### src/rtl/wbck_unit.sv
// rtl/wbck_unit.sv - register-file writeback: registered EX port plus load-response FIFO port
// Define WBCK_LOAD_EXT_EN to enable funct3/addr_lo sub-word load extraction at push time.
module wbck_unit #(
  parameter int XLEN     = 32,
  parameter int IDX_W    = 5,
  parameter int LQ_DEPTH = 2
) (
  input  logic             clk,
  input  logic             rst,
  input  logic             ex_valid,
  output logic             ex_ready,
  input  logic             ex_regwrite,
  input  logic [IDX_W-1:0] ex_rd,
  input  logic [XLEN-1:0]  ex_data,
  input  logic             lsu_rsp_valid,
  output logic             lsu_rsp_ready,
  input  logic [IDX_W-1:0] lsu_rsp_rd,
  input  logic [XLEN-1:0]  lsu_rsp_data,
  input  logic [2:0]       lsu_rsp_funct3,
  input  logic [1:0]       lsu_rsp_addr_lo,
  input  logic             lsu_rsp_err,
  input  logic             wb_hold,
  output logic             wbck_en,
  output logic [IDX_W-1:0] wbck_dest_idx,
  output logic [XLEN-1:0]  wbck_dest_data,
  output logic             Men_wb,
  output logic [IDX_W-1:0] Mrd_wb,
  output logic [XLEN-1:0]  Mdata_wb,
  output logic             load_pending,
  output logic             load_err
);
  localparam int PTR_W = (LQ_DEPTH > 1) ? $clog2(LQ_DEPTH) : 1;
  localparam int CNT_W = PTR_W + 1;
  localparam logic [CNT_W-1:0] FULL_CNT = CNT_W'(LQ_DEPTH);

  logic             r_wbck_en;
  logic [IDX_W-1:0] r_wbck_idx;
  logic [XLEN-1:0]  r_wbck_data;

  logic [IDX_W-1:0]    r_rd_mem   [LQ_DEPTH];
  logic [XLEN-1:0]     r_data_mem [LQ_DEPTH];
  logic [LQ_DEPTH-1:0] r_err_mem;
  logic [PTR_W-1:0]    r_wr_ptr;
  logic [PTR_W-1:0]    r_rd_ptr;
  logic [CNT_W-1:0]    r_count;

  logic            w_full;
  logic            w_empty;
  logic            w_ex_write;
  logic            w_push;
  logic            w_pop;
  logic [XLEN-1:0] w_ext_data;
  logic            w_ext_err;

  assign w_full  = (r_count == FULL_CNT);
  assign w_empty = (r_count == '0);

  assign ex_ready      = ~rst & ~wb_hold;
  assign lsu_rsp_ready = ~rst & ~w_full;

  assign w_ex_write = ex_valid & ex_ready & ex_regwrite & (ex_rd != '0);
  // rd==0 responses are consumed but never stored: x0 has no scoreboard entry to clear.
  assign w_push     = lsu_rsp_valid & lsu_rsp_ready & (lsu_rsp_rd != '0);
  assign w_pop      = Men_wb;

  assign wbck_en        = r_wbck_en;
  assign wbck_dest_idx  = r_wbck_idx;
  assign wbck_dest_data = r_wbck_data;

  assign Men_wb       = ~w_empty & ~wb_hold;
  assign Mrd_wb       = r_rd_mem[r_rd_ptr];
  assign Mdata_wb     = r_data_mem[r_rd_ptr];
  assign load_pending = ~w_empty;
  assign load_err     = Men_wb & r_err_mem[r_rd_ptr];

`ifdef WBCK_LOAD_EXT_EN
  logic [7:0]  w_byte;
  logic [15:0] w_half;

  assign w_byte = lsu_rsp_data[{lsu_rsp_addr_lo, 3'b000} +: 8];
  assign w_half = lsu_rsp_data[{lsu_rsp_addr_lo[1], 4'b0000} +: 16];
`else
  logic w_unused_ext;

  assign w_unused_ext = ^{lsu_rsp_funct3, lsu_rsp_addr_lo};
`endif

  always_comb begin
    w_ext_data = lsu_rsp_data;
    w_ext_err  = lsu_rsp_err;
`ifdef WBCK_LOAD_EXT_EN
    case (lsu_rsp_funct3)
      3'b000:  w_ext_data = {{(XLEN-8){w_byte[7]}}, w_byte};
      3'b001:  w_ext_data = {{(XLEN-16){w_half[15]}}, w_half};
      3'b010:  w_ext_data = lsu_rsp_data;
      3'b100:  w_ext_data = {{(XLEN-8){1'b0}}, w_byte};
      3'b101:  w_ext_data = {{(XLEN-16){1'b0}}, w_half};
      default: w_ext_err  = 1'b1;
    endcase
`endif
    // Bus errors still write rd (with zero) so the scoreboard entry is released.
    if (lsu_rsp_err) begin
      w_ext_data = '0;
    end
  end

  always_ff @(posedge clk) begin
    if (rst) begin
      r_wbck_en   <= 1'b0;
      r_wbck_idx  <= '0;
      r_wbck_data <= '0;
    end else begin
      r_wbck_en <= w_ex_write;
      if (w_ex_write) begin
        r_wbck_idx  <= ex_rd;
        r_wbck_data <= ex_data;
      end
    end
  end

  always_ff @(posedge clk) begin
    if (rst) begin
      r_wr_ptr <= '0;
      r_rd_ptr <= '0;
      r_count  <= '0;
    end else begin
      if (w_push) begin
        r_wr_ptr <= r_wr_ptr + PTR_W'(1);
      end
      if (w_pop) begin
        r_rd_ptr <= r_rd_ptr + PTR_W'(1);
      end
      case ({w_push, w_pop})
        2'b10:   r_count <= r_count + CNT_W'(1);
        2'b01:   r_count <= r_count - CNT_W'(1);
        default: r_count <= r_count;
      endcase
    end
  end

  always_ff @(posedge clk) begin
    if (w_push) begin
      r_rd_mem[r_wr_ptr]   <= lsu_rsp_rd;
      r_data_mem[r_wr_ptr] <= w_ext_data;
      r_err_mem[r_wr_ptr]  <= w_ext_err;
    end
  end

endmodule

### config.mk
export PLATFORM = sky130hd
export DESIGN_NAME = wbck_unit
export DESIGN_NICKNAME = d
export VERILOG_FILES = /design/src/rtl/wbck_unit.sv
export SDC_FILE = /design/constraint.sdc
export NUM_CORES = 1
export LEC_CHECK = 0
export CORE_ASPECT_RATIO = 1.5
export CORE_MARGIN = 5
export CORE_UTILIZATION = 45
export DETAILED_ROUTE_END_ITERATION = 8
export PLACE_DENSITY_LB_ADDON = 0.15
export RECOVER_POWER = 25
export SETUP_SLACK_MARGIN = 0.02
export SLEW_MARGIN = 40
export SYNTH_ARGS = -nofsm -noshare
export SYNTH_HDL_FRONTEND = slang
export SYNTH_SLANG_ARGS = --single-unit
### constraint.sdc
create_clock -name clk -period 3.7 [get_ports clk]
set_input_delay 0.74 -clock clk [delete_from_list [all_inputs] [get_ports clk]]
set_output_delay 0.74 -clock clk [all_outputs]
set_load 0.02 [all_outputs]
==> summary.md <==
| Metric | Value |
|---|---|
| Status | `finished, violations left` |
| Failing checks | `capacitance limit, slew limit` |
| Final global-route overflow total | `0` |
| Reg2reg start | `r_count[0]` |
| Layout Nets | `597` |
| Count leader, synth | `edfxtp_1` |
| Fmax | `311 MHz` |
| Top-area cell type share of the netlist area | `48.3%` |
| Pre-CTS WS | `450 ps` |
| Synthesis-stage register bit count | `119` |
| Post-CTS resize count | `0` |
| PwrDens | `592 nW/um^2` |
| H-tree depth | `4` |
| Worst Skew | `5.18 ps` |
| Cell Int Power | `3180 uW` |
| CTS tree | `done` |
| Wirelength per Cell | `15.6 um` |
| # clock sinks | `119` |
| Gate power share | `20.0%` |
| Arr. time, crit path | `between 2000 and 2500 ps` |
| Final core utilization | `69.4%` |
| Setup CP Type | `in -> out` |
| Fraction of final layout cells sized beyond drive strength 1 | `26.1%` |
| Synth Flop Type | `edfxtp_1` |
| Hold WS | `about 450 ps` |
| Critical Path RT | `2960 ps` |
| Area Growth Syn to Fin | `49.6%` |
| First-pass GRT wire length | `16200 um` |
| Net Switching | `1010 uW` |
| Largest net degree at the start of global routing | `38` |
| Buffer and inverter count on the worst path | `2` |
| DRC errors left | `0` |
| Die Y | `around 140 um` |
| Unrepaired setup endpoints after global routing | `no` |
| Tmin final | `3210 ps` |
| Die Wd | `93.7 um` |
| Antenna fix cells | `0` |
| Crit path cell chain | `dlygate4sd3_1 -> nor2b_1 -> nor2b_1 -> clkdlybuf4s50_1` |
| Reg area | `3150 sq um` |
| Multi-input logic area | `1450 sq um` |
| Vias in the first global route | `3393` |
| R2r endpoint | `r_data_mem[0][11]` |
| Syn Nets | `431` |
| Final setup vio count | `0` |
| Crit-path slowest cell | `clkdlybuf4s50_1` |
| GPL Wtd Cong | `0.712` |
| CP Depth | `4` |
| DR iter-0 viols | `90` |
| CTS clk-pin slew, worst paths | `50 ps` |
| Fillers | `766` |
| Critical path's top delay family | `buffers and inverters` |
| CTS Buffer Depth | `2` |
| Clock Tree Root | `clkbuf_16` |
| Drt pass-1 iters | `4` |
| Setup slack after layout | `487 ps` |
| DP Wirelength | `between 7000 and 8000 um` |
| FF-to-FF setup slack | `1820 ps` |
| Total CTS buffers | `17` |
| Async SR Flop Fraction | `0%` |
| Clk pwr share | `41.6%` |
| Synth Warn # | `0` |
| Mean Syn Cell Area | `around 14 sq um` |
| Yosys top cell by area | `edfxtp_1` |
| GR Util met1 | `16.9%` |
| Synthesized area | `4730 sq um` |
| Origin of the worst setup path | `wb_hold` |
| IO Port Bufs | `160` |
| Setup TNS | `0 ps` |
| FF-to-FF path depth | `6` |
| Crit. End Element | `output pin` |
| VDD IR-drop max | `350 uV` |
| Slew @ Worst Pin | `1630 ps` |
| GR peak layer | `met2` |
| Pins Over Slew Limit | `35` |
| Seq/Total Area, Yosys | `66.5%` |
| Worst-skew pair later-pin latency | `400 ps` |
| Worst Hold Class | `reg -> reg` |
| Post-Route WL | `10400 um` |
| Period utilization | `86.8%` |
| Vias | `3177` |
| Die area | `12700 sq um` |
| All-Layer GR Usage | `between 10% and 20%` |
| Initial core utilization | `46.4%` |
| Synth cell count leaders | `edfxtp_1, dfxtp_1, nand2_1, mux2_2, nor2b_1` |
| CP endpoint | `load_err` |
| Seq pwr share | `38.4%` |
| MaxCap Viol Count | `1` |
| Post-synth EDFFs | `76` |
| Hold buffers post-CTS | `0` |
| Leakage | `roughly 0.0024 uW` |
| Fin. Hold Viols | `0` |
| GR Util met2 | `between 20% and 30%` |
| Initial antenna violation count | `0` |
| Post-CTS setup buffers | `0` |
| Largest cells by area after synthesis | `edfxtp_1, dfxtp_1, mux2_2` |
| Core area | `10200 sq um` |
| Routed Antenna Nets | `0` |
| CP startpoint kind | `input pin` |
| CP most frequent cell | `nor2b_1` |
| CP max stage delay | `640 ps` |
| Switching share of power | `24.1%` |
| Power Total | `between 4000 and 5000 uW` |
| Boundary pin count | `166` |
| DR vias/cell | `4.79` |
| Count of cell types in the netlist | `30` |
| Relative max-transition margin | `-8.85%` |
| Cells after synthesis | `344` |
| Grt met3 use | `under 10%` |
| CP Max Fanout | `4` |
| Cell row count | `45` |
-- worst min-delay path by stage --
| stage | startpoint | cells after the start | slack (ps) | end |
|---|---|---|---|---|
| 6_report | wbck_dest_data[13] | 2 | 450 | wbck_dest_data[13] |
| 5_1_grt | wbck_dest_data[8] | 2 | 470 | wbck_dest_data[8] |
| 4_1_cts | wbck_dest_data[13] | 2 | 460 | wbck_dest_data[13] |
| 3_5_place_dp | wbck_dest_data[13] | 2 | 450 | wbck_dest_data[13] |
| 3_3_place_gp | wbck_dest_data[13] | 2 | 440 | wbck_dest_data[13] |
| 2_1_floorplan | r_wr_ptr | 1 | 450 | r_wr_ptr |
-- cell usage in the layout (no fill, tap or decap), types with 3 or more instances in the layout --
cell type	Yosys	layout
buf_4	0	5
clkdlybuf4s50_1	0	152
nor2b_1	34	34
mux2_2	37	37
nand2_2	28	28
nor2_1	8	6
dfxtp_1	43	42
clkbuf_1	8	3
nand2_1	42	42
clkbuf_16	0	21
a21oi_1	9	9
a21oi_2	28	28
clkinv_2	0	3
clkbuf_8	0	3
edfxtp_1	76	76
dlygate4sd3_1	0	7
-- sequential cells by signal, summed over array words and instances (netlist names), named ones only --
name / cells
r_count: 2
r_data_mem: 64
r_err_mem: 2
r_rd_mem: 10
r_rd_ptr: 1
r_wr_ptr: 1
wbck_dest_data: 32
wbck_dest_idx: 5
wbck_en: 1
-- logic make-up (layout without fill, tap and decap cells) --
| logic type | after synthesis | in the layout | synth area share (%) |
|---|---|---|---|
| AO/OA/AOI/OAI | 42 | 42 | 7.07 |
| XOR/XNOR | 3 | 3 | 0.556 |
| adder cells (fa/ha/maj) | 1 | 1 | 0.265 |
| buffers and inverters | 22 | 200 | 3.18 |
| flip-flops | 119 | 119 | 66.5 |
| multiplexers | 39 | 39 | 9.24 |
| AND/OR/NAND/NOR | 118 | 118 | 13.2 |
-- area by class of cell --
cell class | instances | area share, %
flip-flops and latches | 119 | 44.5
multi-input cells | 203 | 20.5
repair buffers | 166 | 23.2
clock buffers | 26 | 8.12
inverters | 3 | 0.159
clock inverters | 5 | 1.06
well taps | 141 | 2.49
-- through the flow --
step	instance area, sq um	std cells
3_3_place_gp	6420	632
2_1_floorplan	4730	344
6_report	7070	663
4_1_cts	7080	663
5_1_grt	7070	663
3_5_place_dp	6430	632
-- layer usage --
layer	part of all wire [%]	wire, um
met2	52	5370
met3	9.9	1030
met5	0	0
met4	1.3	132
met1	37	3820
-- power by group through the flow --
stage | registers, uW | clock network, uW | logic, uW
3_5_place_dp | 1640 | 0 | 850
4_1_cts | 1610 | 1780 | 855
3_3_place_gp | 1630 | 0 | 846
5_1_grt | 1620 | 1850 | 890
2_1_floorplan | 1580 | 0 | 494
6_report | 1610 | 1740 | 839
-- worst min-delay path, stage by stage, from the launching register on --
cell and delay, ps:
dfxtp_1 310, nand2_1 50, a21oi_1 50
No activity file was read; power rests on OpenSTA's default activity.
